==> src/rtl/display_mux_sched.sv <==
// Two-digit time-division scheduler for a shared seven-segment decoder.
// Alternates digits with an optional blanking gap; at most one anode is ever lit.
module display_mux_sched #(
  parameter int DWELL_CYCLES = 24000,
  parameter int BLANK_CYCLES = 480
) (
  input  logic       clk,
  input  logic       reset,
  input  logic       en,
  input  logic [3:0] digit0,
  input  logic [3:0] digit1,
  output logic [3:0] hex_sel,
  output logic [1:0] anode_n,
  output logic       frame_tick
);

  localparam int MAXC =
    (DWELL_CYCLES > BLANK_CYCLES) ?
    DWELL_CYCLES : BLANK_CYCLES;
  localparam int CNT_W = $clog2(MAXC + 1);
  localparam bit HAS_GAP = (BLANK_CYCLES > 0);

  localparam logic [CNT_W-1:0] DW_LAST =
    CNT_W'(DWELL_CYCLES - 1);
  localparam logic [CNT_W-1:0] BL_LAST =
    HAS_GAP ? CNT_W'(BLANK_CYCLES - 1) : '0;
  localparam logic [CNT_W-1:0] ONE =
    CNT_W'(1);

  typedef enum logic [2:0] {
    IDLE,
    SHOW0,
    GAP0,
    SHOW1,
    GAP1
  } state_t;

  state_t           state_q, state_d;
  logic [CNT_W-1:0] cnt_q, cnt_d;
  logic [3:0]       hex_q, hex_d;
  logic [1:0]       anode_q, anode_d;
  logic             tick_q, tick_d;

  always_comb begin
    state_d = state_q;
    cnt_d   = cnt_q;
    hex_d   = hex_q;
    if (!en) begin
      state_d = IDLE;
      cnt_d   = '0;
    end else begin
      unique case (state_q)
        IDLE: begin
          state_d = SHOW0;
          cnt_d   = '0;
          hex_d   = digit0;
        end
        SHOW0: begin
          if (cnt_q == DW_LAST) begin
            cnt_d = '0;
            if (HAS_GAP) begin
              state_d = GAP0;
            end else begin
              state_d = SHOW1;
              hex_d   = digit1;
            end
          end else begin
            cnt_d = cnt_q + ONE;
          end
        end
        GAP0: begin
          if (cnt_q == BL_LAST) begin
            state_d = SHOW1;
            cnt_d   = '0;
            hex_d   = digit1;
          end else begin
            cnt_d = cnt_q + ONE;
          end
        end
        SHOW1: begin
          if (cnt_q == DW_LAST) begin
            cnt_d = '0;
            if (HAS_GAP) begin
              state_d = GAP1;
            end else begin
              state_d = SHOW0;
              hex_d   = digit0;
            end
          end else begin
            cnt_d = cnt_q + ONE;
          end
        end
        GAP1: begin
          if (cnt_q == BL_LAST) begin
            state_d = SHOW0;
            cnt_d   = '0;
            hex_d   = digit0;
          end else begin
            cnt_d = cnt_q + ONE;
          end
        end
        default: begin
          state_d = IDLE;
          cnt_d   = '0;
        end
      endcase
    end
  end

  always_comb begin
    anode_d = 2'b11;
    if (state_d == SHOW0) anode_d = 2'b10;
    if (state_d == SHOW1) anode_d = 2'b01;
  end

  // Tick is registered, so assert it on entry to the frame's final cycle.
  always_comb begin
    tick_d = 1'b0;
    if (HAS_GAP) begin
      tick_d = (state_d == GAP1) &&
               (cnt_d == BL_LAST);
    end else begin
      tick_d = (state_d == SHOW1) &&
               (cnt_d == DW_LAST);
    end
  end

  always_ff @(posedge clk) begin
    if (reset) begin
      state_q <= IDLE;
      cnt_q   <= '0;
      hex_q   <= 4'h0;
      anode_q <= 2'b11;
      tick_q  <= 1'b0;
    end else begin
      state_q <= state_d;
      cnt_q   <= cnt_d;
      hex_q   <= hex_d;
      anode_q <= anode_d;
      tick_q  <= tick_d;
    end
  end

  assign hex_sel    = hex_q;
  assign anode_n    = anode_q;
  assign frame_tick = tick_q;

endmodule

==> config.mk <==
export PLATFORM = sky130hd
export DESIGN_NAME = display_mux_sched
export DESIGN_NICKNAME = d
export VERILOG_FILES = /design/src/rtl/display_mux_sched.sv
export SDC_FILE = /design/constraint.sdc
export NUM_CORES = 1
export LEC_CHECK = 0
export ABC_AREA = 1
export CORE_MARGIN = 3
export CORE_UTILIZATION = 36
export DETAILED_ROUTE_END_ITERATION = 7
export GPL_TIMING_DRIVEN = 0
export PLACE_DENSITY = 0.53
export SLEW_MARGIN = 20
export SYNTH_ARGS = -nofsm -noshare
export SYNTH_HDL_FRONTEND = slang
export SYNTH_SLANG_ARGS = --single-unit
==> constraint.sdc <==
create_clock -name clk -period 2.1 [get_ports clk]
set_clock_uncertainty 0.2 [all_clocks]
set_input_delay 0.63 -clock clk [delete_from_list [all_inputs] [get_ports clk]]
set_output_delay 0.63 -clock clk [all_outputs]
set_load 0.005 [all_outputs]
-- Yosys cells after proc, flatten, opt, wreduce, memory -nomap -nowiden
Cells that the tools add are included.
- bits in registers: 25
- bits in latches: 0
- bits in writable memories: 0
- bits in read-only memories: 0
- bits of input ports: 11
- logic and storage cells: 41
- memories: 0
- $add $sub $neg: 1
- multipliers: 0
- div/mod/pow operators: 0
- $lt $le $gt $ge: 0
- equality and inequality tests: 12
- shift operators: 0
- muxes and demuxes: 15
- bitwise operators: 0
- reductions and logical operators: 7
- operator list (kind ; number):
    15-bit two-way mux ; 3
    15-bit by 9-bit == test with 1-bit output, second input constant ; 2
    15-bit one-hot mux with 2 select lines ; 1
    15-bit by 1-bit adder with 15-bit output, second input constant ; 1
    15-bit == test, second input constant ; 1
    3-bit two-way mux ; 5
    3-bit one-hot mux with 5 select lines ; 1
    4-bit one-hot mux with 3 select lines ; 1
    3-bit by 2-bit == test with 1-bit output, second input constant ; 3
    4-bit two-way mux ; 2
    3-bit by 1-bit == test with 1-bit output, second input constant ; 2
    3-bit == test, second input constant ; 2
    2-bit OR reduction ; 3
    2-bit != test, second input constant ; 2
    4-bit AND reduction ; 1
    3-bit zero test ; 1
    3-bit nonzero test ; 1
    2-bit two-way mux ; 1
    1-bit logical AND ; 1
    1-bit two-way mux ; 1

-- Depth between registers and ports, before layout
- depth in word-level cells: 7
- depth in mapped cells: 12
- gate-level depth less buffers: 12

-- Worst setup path before layout
OpenSTA, ideal clock, no wires.
- path kind: input to register
- start point: input port en
- end point: register tick_q, in the netlist frame_tick
- library setup time: 64 ps
- data arrival time: 1453 ps
- data required time: 1836 ps
- path slack: 383 ps
- cell stages on the path: 11
- cells stage by stage: buf_2 -> inv_1 -> nor2_1 -> nand2_1 -> nor2_1 -> nand3_1 -> nor2_1 -> nand2_1 -> nor2_1 -> nand4_1 -> nor2_1
- word-level cells in the longest chain between the ends: 3
- ends and longest elaborated chain (element ; RTL line ; source):
    start: declaration ; 9 ; input logic en,
    15-bit two-way mux / 3-bit two-way mux (equally long branches) ; 48 ; if (!en) begin
    15-bit by 9-bit == test with 1-bit output / 3-bit == test (equally long branches) ; 121, 120 ;
    1-bit logical AND (*) ; 120 ; tick_d = (state_d == GAP1) &&
    end signal: assignment ; 140 ; tick_q <= tick_d;
    end: declaration ; 42 ; logic tick_q, tick_d;
Every way passes the cells marked *; elsewhere a longest branch is shown, timed or not.
A chain may end at the register's enable or synchronous reset.

-- Final worst setup path
- start point: register hex_q[3], in the netlist hex_sel[3]
- end point: output port hex_sel[3]
- RTL lines (element ; RTL line ; source):
    start: declaration ; 40 ; logic [3:0] hex_q, hex_d;
    start signal: assignment ; 132 ; hex_q <= 4'h0;
    start signal: assignment ; 138 ; hex_q <= hex_d;
    end: declaration ; 12 ; output logic [3:0] hex_sel,
No word-level cell between the ends.

==> out/metrics.cfg <==
[run_status]
status=completed

[global_route]
overflow=0
grt_pass1_wl_um=5382
grt_max_degree=15
grt_usage=0.1539
grt_pass1_vias=1207
antenna_found_initial=0

[critical_path]
crit_path_cell_trace=clkdlybuf4s50_1
critPathTopFamily=buffers and inverters
crit_path_start_kind=flip-flop
crit_required_ps=1270
worstSetupPathType=reg2out
worstPathMaxFanout=2
end_kind=output port
cp_slowest_stage_delay_ps=510
cp.arrival_ps=1130
path_buf_inv=1
slowest_stage=clkdlybuf4s50_1

[min_path]
hp-class=reg2reg

[finish]
area_growth_pct=18.98
final_common_cell=nand2_1
final_nets=243
fill_cells=394
final_cell_mix=nand2_1 (54), nor2_1 (37), dfxtp_1 (25)
diodes=0
drive_gt1_frac=0.1522

[die]
dieArea_sq_um=4727
start_util=0.3815
core_region_area_sq_um=3716
placementRows=22
ios=18
die_h_um=68.75
die_x_um=68.75

[sta]
fin_setup_tns_ps=0
relSlewSlack=0.7400
fin_crit_sh=0.9331
rsz0062_at_grt=no
drv_slew=0
fin_hold_ws_ps=269.2
hold_viol=0
fin_crit_ps=1959
fmax_ghz=0.5104
tightest_slew_ps=390.0
setup_viol=0

[route]
post-route-drc-count=0
final_antenna_net_count=0
wl_um=3257
firstDrtPassIters=4
vias=1346
drt_iter0_drc=36
viasPerCell=4.842
wl_per_cell_um=11.72

[yosys]
synth_cells=210
syn_area_sq_um=1418
synth.avg_cell_area_sq_um=6.751
synth_nets=222
synth_top_area_share=0.3530
synth_cell_types=28
synth_area_leaders=dfxtp_1 (35%), nand2_1 (15%), nor2_1 (9.8%), inv_1 (5.0%), nand3_1 (4.9%)
synth_top_area_cell=dfxtp_1
synth-seq-cells=25
seq_area_frac_synth=0.3530
ys_warn_count=0

[clocking]
path_clk_slew_ps=90
cts_tree=done
cts_hold_buf=0
cts_root_buffer=clkbuf_8
clockBufferDepth=2
clk_latency_ps=280
htreeDepth=1
postCtsSetupRepairBufs=0
cts_buffers=3
clock_sinks=25
cts_resized=0

[power_and_ir_drop]
p_per_area_nw_per_um2=508.0
power_mw=0.8568
p_leak_nw=0.6762
ir_drop_v=0.0002640

[placed_design]
hpwl_um=2534
portBuffers=16
gp_congestion=0.8145

[flow_run]
maxCapViolations=0

-- path summary, 6_finish.rpt --
path	startpoint	end	slack [ps]	depth (start not counted)
min reg2reg	cnt_q[0]	cnt_q[0]	270	1
max	hex_sel[3]	hex_sel[3]	140	1
max reg2reg	cnt_q[0]	cnt_q[11]	180	11
min	cnt_q[0]	cnt_q[0]	270	1
-- metrics by stage --
step	worst slack, ps	cell area [sq um]	util	std cells
floorplan	383.0	1418	-	210
global placement	5.666	1638	0.4407	274
detailed placement	-10.93	1638	0.4407	274
CTS	131.5	1684	0.4532	278
global route	13.51	1687	0.4539	278
finish	140.6	1687	0.4539	278
-- routing by layer --
layer,routed length [um],vias to the layer above,GRT usage
li1,-,705,-
met3,81,7,0.02593
met5,0,-,0
met2,1410,18,0.2193
met4,76,0,0.07299
met1,1688,616,0.2224
-- kinds of logic (layout without fill, tap and decap cells) --
logic type               count (synthesis)  count (layout)  synth area share
flip-flops                              25              25            0.3530
adder cells (fa/ha/maj)                  1               1          0.008825
AND/OR/NAND/NOR                        139             139            0.4801
AO/OA/AOI/OAI                           13              13           0.05296
buffers and inverters                   28              48           0.08031
XOR/XNOR                                 4               4           0.02471
-- layout make-up --
cell class / instances / area, sq um / share of cell area
tap: 48 / 60.06 / 0.03561
timing repair buffer: 16 / 160.2 / 0.09496
buffer: 3 / 20.02 / 0.01187
inverter: 25 / 93.84 / 0.05564
multi-input combinational: 157 / 805.8 / 0.4777
clock buffer: 3 / 41.29 / 0.02448
sequential: 25 / 500.5 / 0.2967
clock inverter: 1 / 5.005 / 0.002967
-- sequential cells by signal, summed over array words and instances (netlist names) --
signal and count:
cnt_q 15, hex_sel 4, state_q 3, anode_n 2, frame_tick 1
-- synth_stat cells (all sizes together) --
master and instances:
a31oi 1, o21ai 4, nor3 4, nand2 63, xor2 4, clkbuf 1, dfxtp 25, and2 1
ha 1, nand4 8, or2 1, buf 2, o211ai 2, inv 25, a21oi 6, nor2 44
nand3 18
-- power breakdown --
group / total, mW / leakage, nW / switching [mW] / internal (mW)
sequential: 0.488 / 0.203 / 0.00528 / 0.483
clock: 0.293 / 0.0255 / 0.160 / 0.133
combinational: 0.0757 / 0.448 / 0.0356 / 0.0401
(Power assumes the default switching activity.)
